==> src/rtl/clock_pkg.sv <==
// Shared types for the day-of-week alarm clock.
package clock_pkg;

    typedef enum logic [1:0] {
        IDLE,
        RING,
        SNOOZE
    } alarm_st_t;

endpackage

==> src/rtl/ct_mod_tc.sv <==
// Mod-N up counter with synchronous reset, count enable and a combinational
// terminal-count flag that is high while the count sits at N-1.
module ct_mod_tc #(
    parameter int N = 10,
    localparam int W = (N > 1) ? $clog2(N) : 1
) (
    input  logic         clk_i,
    input  logic         rst_i,
    input  logic         en_i,
    output logic [W-1:0] ct_out_o,
    output logic         tc_o
);

    logic [W-1:0] ct_q;
    logic [W-1:0] ct_d;

    assign tc_o     = (ct_q == W'(N - 1));
    assign ct_out_o = ct_q;

    always_comb begin
        ct_d = ct_q;
        if (en_i) begin
            ct_d = tc_o ? '0 : ct_q + 1'b1;
        end
    end

    always_ff @(posedge clk_i) begin
        if (rst_i) begin
            ct_q <= '0;
        end else begin
            ct_q <= ct_d;
        end
    end

endmodule

==> src/rtl/alarm_clock_dow.sv <==
// Time-of-day / day-of-week clock with a day-masked alarm that auto-stops
// after RING_SEC pulses and can be snoozed for SNOOZE_MIN minutes.
module alarm_clock_dow
    import clock_pkg::*;
#(
    parameter int NS         = 60,
    parameter int NM         = 60,
    parameter int NH         = 24,
    parameter int ND         = 7,
    parameter int RING_SEC   = 60,
    parameter int SNOOZE_MIN = 5
) (
    input  logic                  Pulse_i,
    input  logic                  Reset_i,
    input  logic                  Timeset_i,
    input  logic                  Alarmset_i,
    input  logic                  Minadv_i,
    input  logic                  Hrsadv_i,
    input  logic                  Dayadv_i,
    input  logic                  Alarmon_i,
    input  logic                  Snooze_i,
    input  logic [ND-1:0]         AlarmDays_i,
    output logic [$clog2(NS)-1:0] TSec_o,
    output logic [$clog2(NM)-1:0] TMin_o,
    output logic [$clog2(NH)-1:0] THrs_o,
    output logic [$clog2(ND)-1:0] TDay_o,
    output logic [$clog2(NM)-1:0] AMin_o,
    output logic [$clog2(NH)-1:0] AHrs_o,
    output logic                  Buzz_o,
    output logic                  Snoozing_o
);

    localparam int SNZ_LEN = SNOOZE_MIN * NS;
    localparam int RW      = (RING_SEC > 1) ? $clog2(RING_SEC) : 1;
    localparam int SW      = (SNZ_LEN > 1) ? $clog2(SNZ_LEN) : 1;

    logic secTc, minTc, hrsTc;
    logic unusedDayTc, unusedAMinTc, unusedAHrsTc;
    logic secEn, minEn, hrsEn, dayEn, aMinEn, aHrsEn;
    logic sc, mc, hc;
    logic match;

    alarm_st_t     state_q;
    logic [RW-1:0] ringCnt_q;
    logic [SW-1:0] snzCnt_q;

    // Carries ripple only from the free-running chain; manual advances never carry.
    assign secEn  = !Timeset_i;
    assign sc     = secTc && !Timeset_i;
    assign minEn  = sc || (Timeset_i && Minadv_i);
    assign mc     = sc && minTc;
    assign hrsEn  = mc || (Timeset_i && Hrsadv_i);
    assign hc     = mc && hrsTc;
    assign dayEn  = hc || (Timeset_i && Dayadv_i);
    assign aMinEn = Alarmset_i && Minadv_i && !Timeset_i;
    assign aHrsEn = Alarmset_i && Hrsadv_i && !Timeset_i;

    ct_mod_tc #(.N(NS)) uSec (
        .clk_i(Pulse_i), .rst_i(Reset_i), .en_i(secEn), .ct_out_o(TSec_o), .tc_o(secTc)
    );
    ct_mod_tc #(.N(NM)) uMin (
        .clk_i(Pulse_i), .rst_i(Reset_i), .en_i(minEn), .ct_out_o(TMin_o), .tc_o(minTc)
    );
    ct_mod_tc #(.N(NH)) uHrs (
        .clk_i(Pulse_i), .rst_i(Reset_i), .en_i(hrsEn), .ct_out_o(THrs_o), .tc_o(hrsTc)
    );
    ct_mod_tc #(.N(ND)) uDay (
        .clk_i(Pulse_i), .rst_i(Reset_i), .en_i(dayEn), .ct_out_o(TDay_o), .tc_o(unusedDayTc)
    );
    ct_mod_tc #(.N(NM)) uAMin (
        .clk_i(Pulse_i), .rst_i(Reset_i), .en_i(aMinEn), .ct_out_o(AMin_o), .tc_o(unusedAMinTc)
    );
    ct_mod_tc #(.N(NH)) uAHrs (
        .clk_i(Pulse_i), .rst_i(Reset_i), .en_i(aHrsEn), .ct_out_o(AHrs_o), .tc_o(unusedAHrsTc)
    );

    assign match = Alarmon_i && !Timeset_i && (TSec_o == '0) &&
                   (TMin_o == AMin_o) && (THrs_o == AHrs_o) && AlarmDays_i[TDay_o];

    // Disarming beats snooze, which beats the ring timeout; match only counts in IDLE.
    always_ff @(posedge Pulse_i) begin
        if (Reset_i) begin
            state_q   <= IDLE;
            ringCnt_q <= '0;
            snzCnt_q  <= '0;
        end else if (!Alarmon_i) begin
            state_q <= IDLE;
        end else begin
            case (state_q)
                IDLE: begin
                    if (match) begin
                        state_q   <= RING;
                        ringCnt_q <= '0;
                    end
                end
                RING: begin
                    if (Snooze_i) begin
                        state_q  <= SNOOZE;
                        snzCnt_q <= SW'(SNZ_LEN - 1);
                    end else if (ringCnt_q == RW'(RING_SEC - 1)) begin
                        state_q <= IDLE;
                    end else begin
                        ringCnt_q <= ringCnt_q + 1'b1;
                    end
                end
                SNOOZE: begin
                    if (snzCnt_q == '0) begin
                        state_q   <= RING;
                        ringCnt_q <= '0;
                    end else begin
                        snzCnt_q <= snzCnt_q - 1'b1;
                    end
                end
                default: state_q <= IDLE;
            endcase
        end
    end

    assign Buzz_o     = (state_q == RING);
    assign Snoozing_o = (state_q == SNOOZE);

endmodule

==> config.mk <==
export PLATFORM = sky130hd
export DESIGN_NAME = alarm_clock_dow
export DESIGN_NICKNAME = d
export VERILOG_FILES = /design/src/rtl/clock_pkg.sv /design/src/rtl/ct_mod_tc.sv /design/src/rtl/alarm_clock_dow.sv
export SDC_FILE = /design/constraint.sdc
export NUM_CORES = 1
export LEC_CHECK = 0
export CAP_MARGIN = 20
export CORE_ASPECT_RATIO = 1.1
export CORE_MARGIN = 3
export CORE_UTILIZATION = 40
export CTS_BUF_LIST = sky130_fd_sc_hd__clkbuf_8
export DETAILED_ROUTE_END_ITERATION = 10
export SYNTH_ARGS = -nofsm -noshare
export SYNTH_HDL_FRONTEND = slang
export SYNTH_SLANG_ARGS = --single-unit
==> constraint.sdc <==
create_clock -name Pulse_i -period 6.1 [get_ports Pulse_i]
set_clock_uncertainty 0.1 [all_clocks]
set_input_delay 1.525 -clock Pulse_i [delete_from_list [all_inputs] [get_ports Pulse_i]]
set_output_delay 1.525 -clock Pulse_i [all_outputs]
set_load 0.02 [all_outputs]
# --- Word-level counts from Yosys, hierarchy flattened ---
# Index checks and enable logic that the tools add are counted.
totals:
  register_bits: 48
  in_bits: 16
  output_inout_bits: 33
  wordCells: 86
op_classes:
  n_addsub: 8
  order_cmp: 1
  n_eq_ne: 18
  mux: 21
  n_bitwise: 1
  reduce_logical: 28
ops:
  columns: ["cell", "n"]
  rows:
  - ["two-way mux 6 bit", 7]
  - ["adder 6 x 1 -> 6 bit, second input constant", 4]
  - ["== test 6 bit, second input constant", 4]
  - ["two-way mux 9 bit", 2]
  - ["one-hot mux 6 bit (3 select lines)", 1]
  - ["one-hot mux 9 bit (2 select lines)", 1]
  - ["logical AND 1 bit", 15]
  - ["adder 5 x 1 -> 5 bit, second input constant", 2]
  - ["== test 5 bit, second input constant", 2]
  - ["two-way mux 5 bit", 2]
  - ["inequality test 2 bit, second input constant", 5]
  - ["logical NOT 9 bit", 1]
  - ["subtractor 9 x 1 -> 9 bit, second input constant", 1]
  - ["two-way mux 2 bit", 4]
  - ["== test 6 bit", 1]
  - ["logical NOT 6 bit", 1]
  - ["one-hot mux 2 bit (3 select lines)", 1]
  - ["AND reduction 6 bit", 1]
  - ["== test 5 bit", 1]
  - ["less-than comparator 3 x 4 -> 1 bit, second input constant", 1]
  - ["AND reduction 4 bit", 1]
  - ["adder 3 x 1 -> 3 bit, second input constant", 1]
  - ["binary-select mux 1 bit (select 3 bit)", 1]
  - ["== test 3 bit, second input constant", 1]
  - ["14 further kinds", 16]

# --- Logic depth before layout (Yosys ltp) ---
depth:
  ltp_word: 8
  depth_mapped: 7
  ltp_nobuf: 7

# --- Cells and area by module ---
# From an unflattened synthesis, not the netlist that was laid out.
unflattened:
  hier_cells: 297
  hier_area_um2: 2645.0
modules_own_cells:
  columns: ["module", "instances", "cells_each", "area_each_um2", "seq_area_each_um2"]
  rows:
  - ["alarm_clock_dow", 1, 134, 1158.6, 340.3]
  - ["ct_mod_tc (uAMin ...)", 3, 34, 306.5, 120.1]
  - ["ct_mod_tc (uAHrs ...)", 2, 24, 222.7, 100.1]
  - ["ct_mod_tc (uDay)", 1, 13, 121.4, 60.1]

# --- Least setup slack after synthesis ---
# Ideal clock, no wire load.
synth_path:
  kind: "input to register"
  startpoint: "input port Timeset_i"
  endpoint: "register ringCnt_q[1]"
  setup_ns: 0.072
  t_arrival_ns: 2.963
  required_ns: 5.928
  path_slack_ns: 2.965
  path_stages: 6
  n_path_buf: 1
  path_cell_list: "buf_6 nor4b_1 o2111ai_1 or4_1 o21ai_2 mux2i_1"
synth_via:
  elab_chain_cells: 8
synth_rtl:
  columns: ["item", "line", "source"]
  rows:
  - ["start, declared", "alarm_clock_dow.sv:15", "input logic Timeset_i,"]
  - ["logical NOT 1 bit", "alarm_clock_dow.sv:77", "assign match = Alarmon_i && !Timeset_i && (TSec_o == '0) &&"]
  - ["logical AND 1 bit (3 in series)", "alarm_clock_dow.sv:77", null]
  - ["logical AND 1 bit (2 in series)", "alarm_clock_dow.sv:78", "(TMin_o == AMin_o) && (THrs_o == AHrs_o) && AlarmDays_i[TDay_o];"]
  - ["inequality test 2 bit (no line)", null, null]
  - ["AND reduction 6 bit (no line)", null, null]
  - ["end signal, assigned", "alarm_clock_dow.sv:103", "ringCnt_q <= ringCnt_q + 1'b1;"]
  - ["end, declared", "alarm_clock_dow.sv:44", "logic [RW-1:0] ringCnt_q;"]
# Every way passes these cells.
# A chain may end at the register's enable or synchronous reset.

# --- Worst setup path in the final report ---
layout_path:
  startpoint: "input port Timeset_i"
  endpoint: "register ringCnt_q[5]"
# The elaborated chain is that of the path after synthesis.

==> flow_summary.json <==
{
  "status": "finished clean",
  "tightestPinTransition_ns": 0.5926,
  "synthesis.area_um2": 2504,
  "synth_seq_cells": 48,
  "swShare_pct": 24.29,
  "worstHoldPathType": "reg -> reg",
  "synthTopCellsByArea": "dfxtp_1, xor2_1, nor2_1",
  "p_clk_share_pct": 32.3,
  "synth_compound_area_share_pct": 14.49,
  "maxSlewViolCount": 0,
  "antenna_found_initial": 0,
  "syn_nets": 304,
  "p_leak_nw": 1.137,
  "crit_path_start_kind": "primary input",
  "die_y_um": 88.98,
  "synth.most_common_cell": "dfxtp_1",
  "drc": 0,
  "port_buffers": 48,
  "cts_setup_buffers": 0,
  "overflow": 0,
  "dieArea_um2": 7245,
  "routedWlPerCell_um": 13.63,
  "internal_power_mw": 0.4429,
  "slowest_delay_ns": 0.58,
  "synth_top_family_by_area": "simple AND/OR/NAND/NOR gates",
  "cap_violations": 0,
  "diodes": 0,
  "synthCells": 280,
  "cts_resized": 0,
  "avgSynthCellArea_um2": 8.942,
  "cts_max_level": 2,
  "synthTopCellsByCount": "dfxtp_1, nor2_1, xor2_1, a21oi_1, nand2_1",
  "synthDistinctLibCells": 59,
  "crit_path_start": "Timeset_i",
  "synth.yosys.seq_area_share_pct": 38.38,
  "final_nets": 350,
  "synthFlopType": "dfxtp_1",
  "track_usage_pct": 16.30,
  "grt_max_degree": 36,
  "final_core_util_pct": 52.91,
  "crit-reg2reg-launch": "uSec.ct_out_o[0]",
  "final_cells": 404,
  "netSwitchingPower_mw": 0.1421,
  "postCtsHoldBufs": 0,
  "cts_buffers": 5,
  "vias": 2122,
  "fill_cells": 588,
  "drive_above_1_share_pct": 5.810,
  "dp_cells": 396,
  "end_kind": "register",
  "crit_chain": "clkdlybuf4s50_1, nor4b_1, o2111ai_1, or4_1, o21ai_2, a311oi_1",
  "synth_top_cell_by_area": "dfxtp_1",
  "rr_worst_depth": 7,
  "clock_sinks": 48,
  "synth_top_area_share_pct": 38.38,
  "worstPathArrival_ns": 3.61,
  "dp_hpwl_um": 4165,
  "synth-simple-area-share_pct": 25.34,
  "maxSlewHeadroom_pct": 60.49,
  "core_area_um2": 5914,
  "grt_pass1_vias": 2009,
  "irDropWorstVdd_uv": 90.44,
  "rsz0062_at_grt": "no",
  "critPathRequiredTime_ns": 6.16,
  "cts_tree": "yes",
  "routed_wl_um": 5507,
  "clock_path_buffers": 2,
  "synthXorXnorAreaFrac_pct": 11.19,
  "gp_congestion": 0.7862,
  "clock-root-buffer": "clkbuf_8",
  "synth.area.mux_share_pct": 3.748,
  "p_seq_share_pct": 56.0,
  "viasPerCell": 5.252,
  "drtIter0Drc": 91,
  "setup_tns_ns": 0,
  "setup_viol": 0,
  "synth_adder_area_share_pct": 3.998,
  "die_w_um": 81.43,
  "area_growth_pct": 24.99,
  "hold_start": "ringCnt_q[5]",
  "clk_pin_slew_ns": 0.08,
  "timing.final.crit_share_pct": 58.10,
  "max_freq_mhz": 282.2,
  "drtAntennaViolNets": 0,
  "fin_crit_ns": 3.544,
  "min_path_cells": 1,
  "synth_enable_flop_cells": 0,
  "crit_fanout": 11,
  "io_pins": 49,
  "clkLatencyLatePin_ns": 0.29,
  "ys_async_sr_fraction_pct": 0,
  "ys_warn_count": 0,
  "pwr_density_cell_nw_per_um2": 186.9,
  "grt_first_pass_wirelength_um": 9390,
  "rows": 29,
  "finalHoldViolations": 0,
  "critical_path.slowest_cell": "clkdlybuf4s50_1",
  "comb_power_share_pct": 11.7,
  "start_util_pct": 42.33,
  "crit_type": "in -> reg",
  "drtPass1Iterations": 4
}
-- metrics by stage --
| step | cell area, µm² | hold WS, ns | setup slack, ns | power [mW] |
|---|---|---|---|---|
| 3_3_place_gp | 3039 | 0.3646 | 2.270 | 0.4040 |
| 3_5_place_dp | 3039 | 0.3768 | 2.225 | 0.4045 |
| 5_1_grt | 3129 | 0.4308 | 2.373 | 0.6138 |
| 4_1_cts | 3129 | 0.3923 | 2.552 | 0.5936 |
| 2_1_floorplan | 2504 | 0.3412 | 2.965 | 0.3749 |
| 6_report | 3129 | 0.3935 | 2.556 | 0.5850 |
-- routing by layer --
layer | track usage, % | part of all wire, %
met5 | 0 | 0
met4 | 3.226 | 0.74
met3 | 4.032 | 3.5
met2 | 26.96 | 47
met1 | 21.63 | 48
-- final timing paths --
kind / end / slack, ns
max: ringCnt_q[5] / 2.56
min: ringCnt_q[5] / 0.39
max reg2reg: ringCnt_q[5] / 3.91
min reg2reg: ringCnt_q[5] / 0.39
-- power by group through the flow --
stage | clock network (mW) | registers [mW] | logic [mW]
floorplan | 0 | 0.339 | 0.0364
global route | 0.209 | 0.329 | 0.0757
detailed placement | 0 | 0.335 | 0.0693
finish | 0.189 | 0.328 | 0.0685
CTS | 0.196 | 0.328 | 0.0697
global placement | 0 | 0.335 | 0.0690
-- logic make-up after synthesis --
kind of cell / Yosys count
multiplexers: 9
flip-flops: 48
adder cells (fa/ha/maj): 8
AO/OA/AOI/OAI: 52
buffers and inverters: 16
XOR/XNOR: 32
AND/OR/NAND/NOR: 115
-- sequential cells by signal (all words and copies together), names as in the netlist --
signal / count
uAHrs.ct_out_o: 5
uDay.ct_out_o: 3
ringCnt_q: 6
uSec.ct_out_o: 6
snzCnt_q: 9
uHrs.ct_out_o: 5
uMin.ct_out_o: 6
state_q: 2
uAMin.ct_out_o: 6
-- cells in the final DEF, fill, tap and decap left out, drive strengths merged, types with 6 or more instances in the layout --
cell           count
nand4              6
inv                8
dfxtp             48
nand3              9
xor2              21
nor2b              6
o21ai              6
nand2             14
nand2b             6
mux2i              6
xnor2             11
nor2              37
clkbuf             6
ha                 8
a21oi             18
clkdlybuf4s50     48
-- final cells by class --
type / instances / area (µm²) / share of cell area (%)
tap: 77 / 96.34 / 3.079
multi-input combinational: 216 / 1471 / 47.02
timing repair buffer: 49 / 488.0 / 15.59
inverter: 6 / 22.52 / 0.7197
clock buffer: 6 / 82.58 / 2.639
clock inverter: 2 / 7.507 / 0.2399
sequential: 48 / 960.9 / 30.71
-- worst max-delay path, delay by kind of cell --
family                 cells  cell delay (ns)
and+or+nand+nor            2             0.86
AOI/OAI and AO/OA          3             0.64
buffers and inverters      1             0.58
Power figures use the tool's default switching activity.
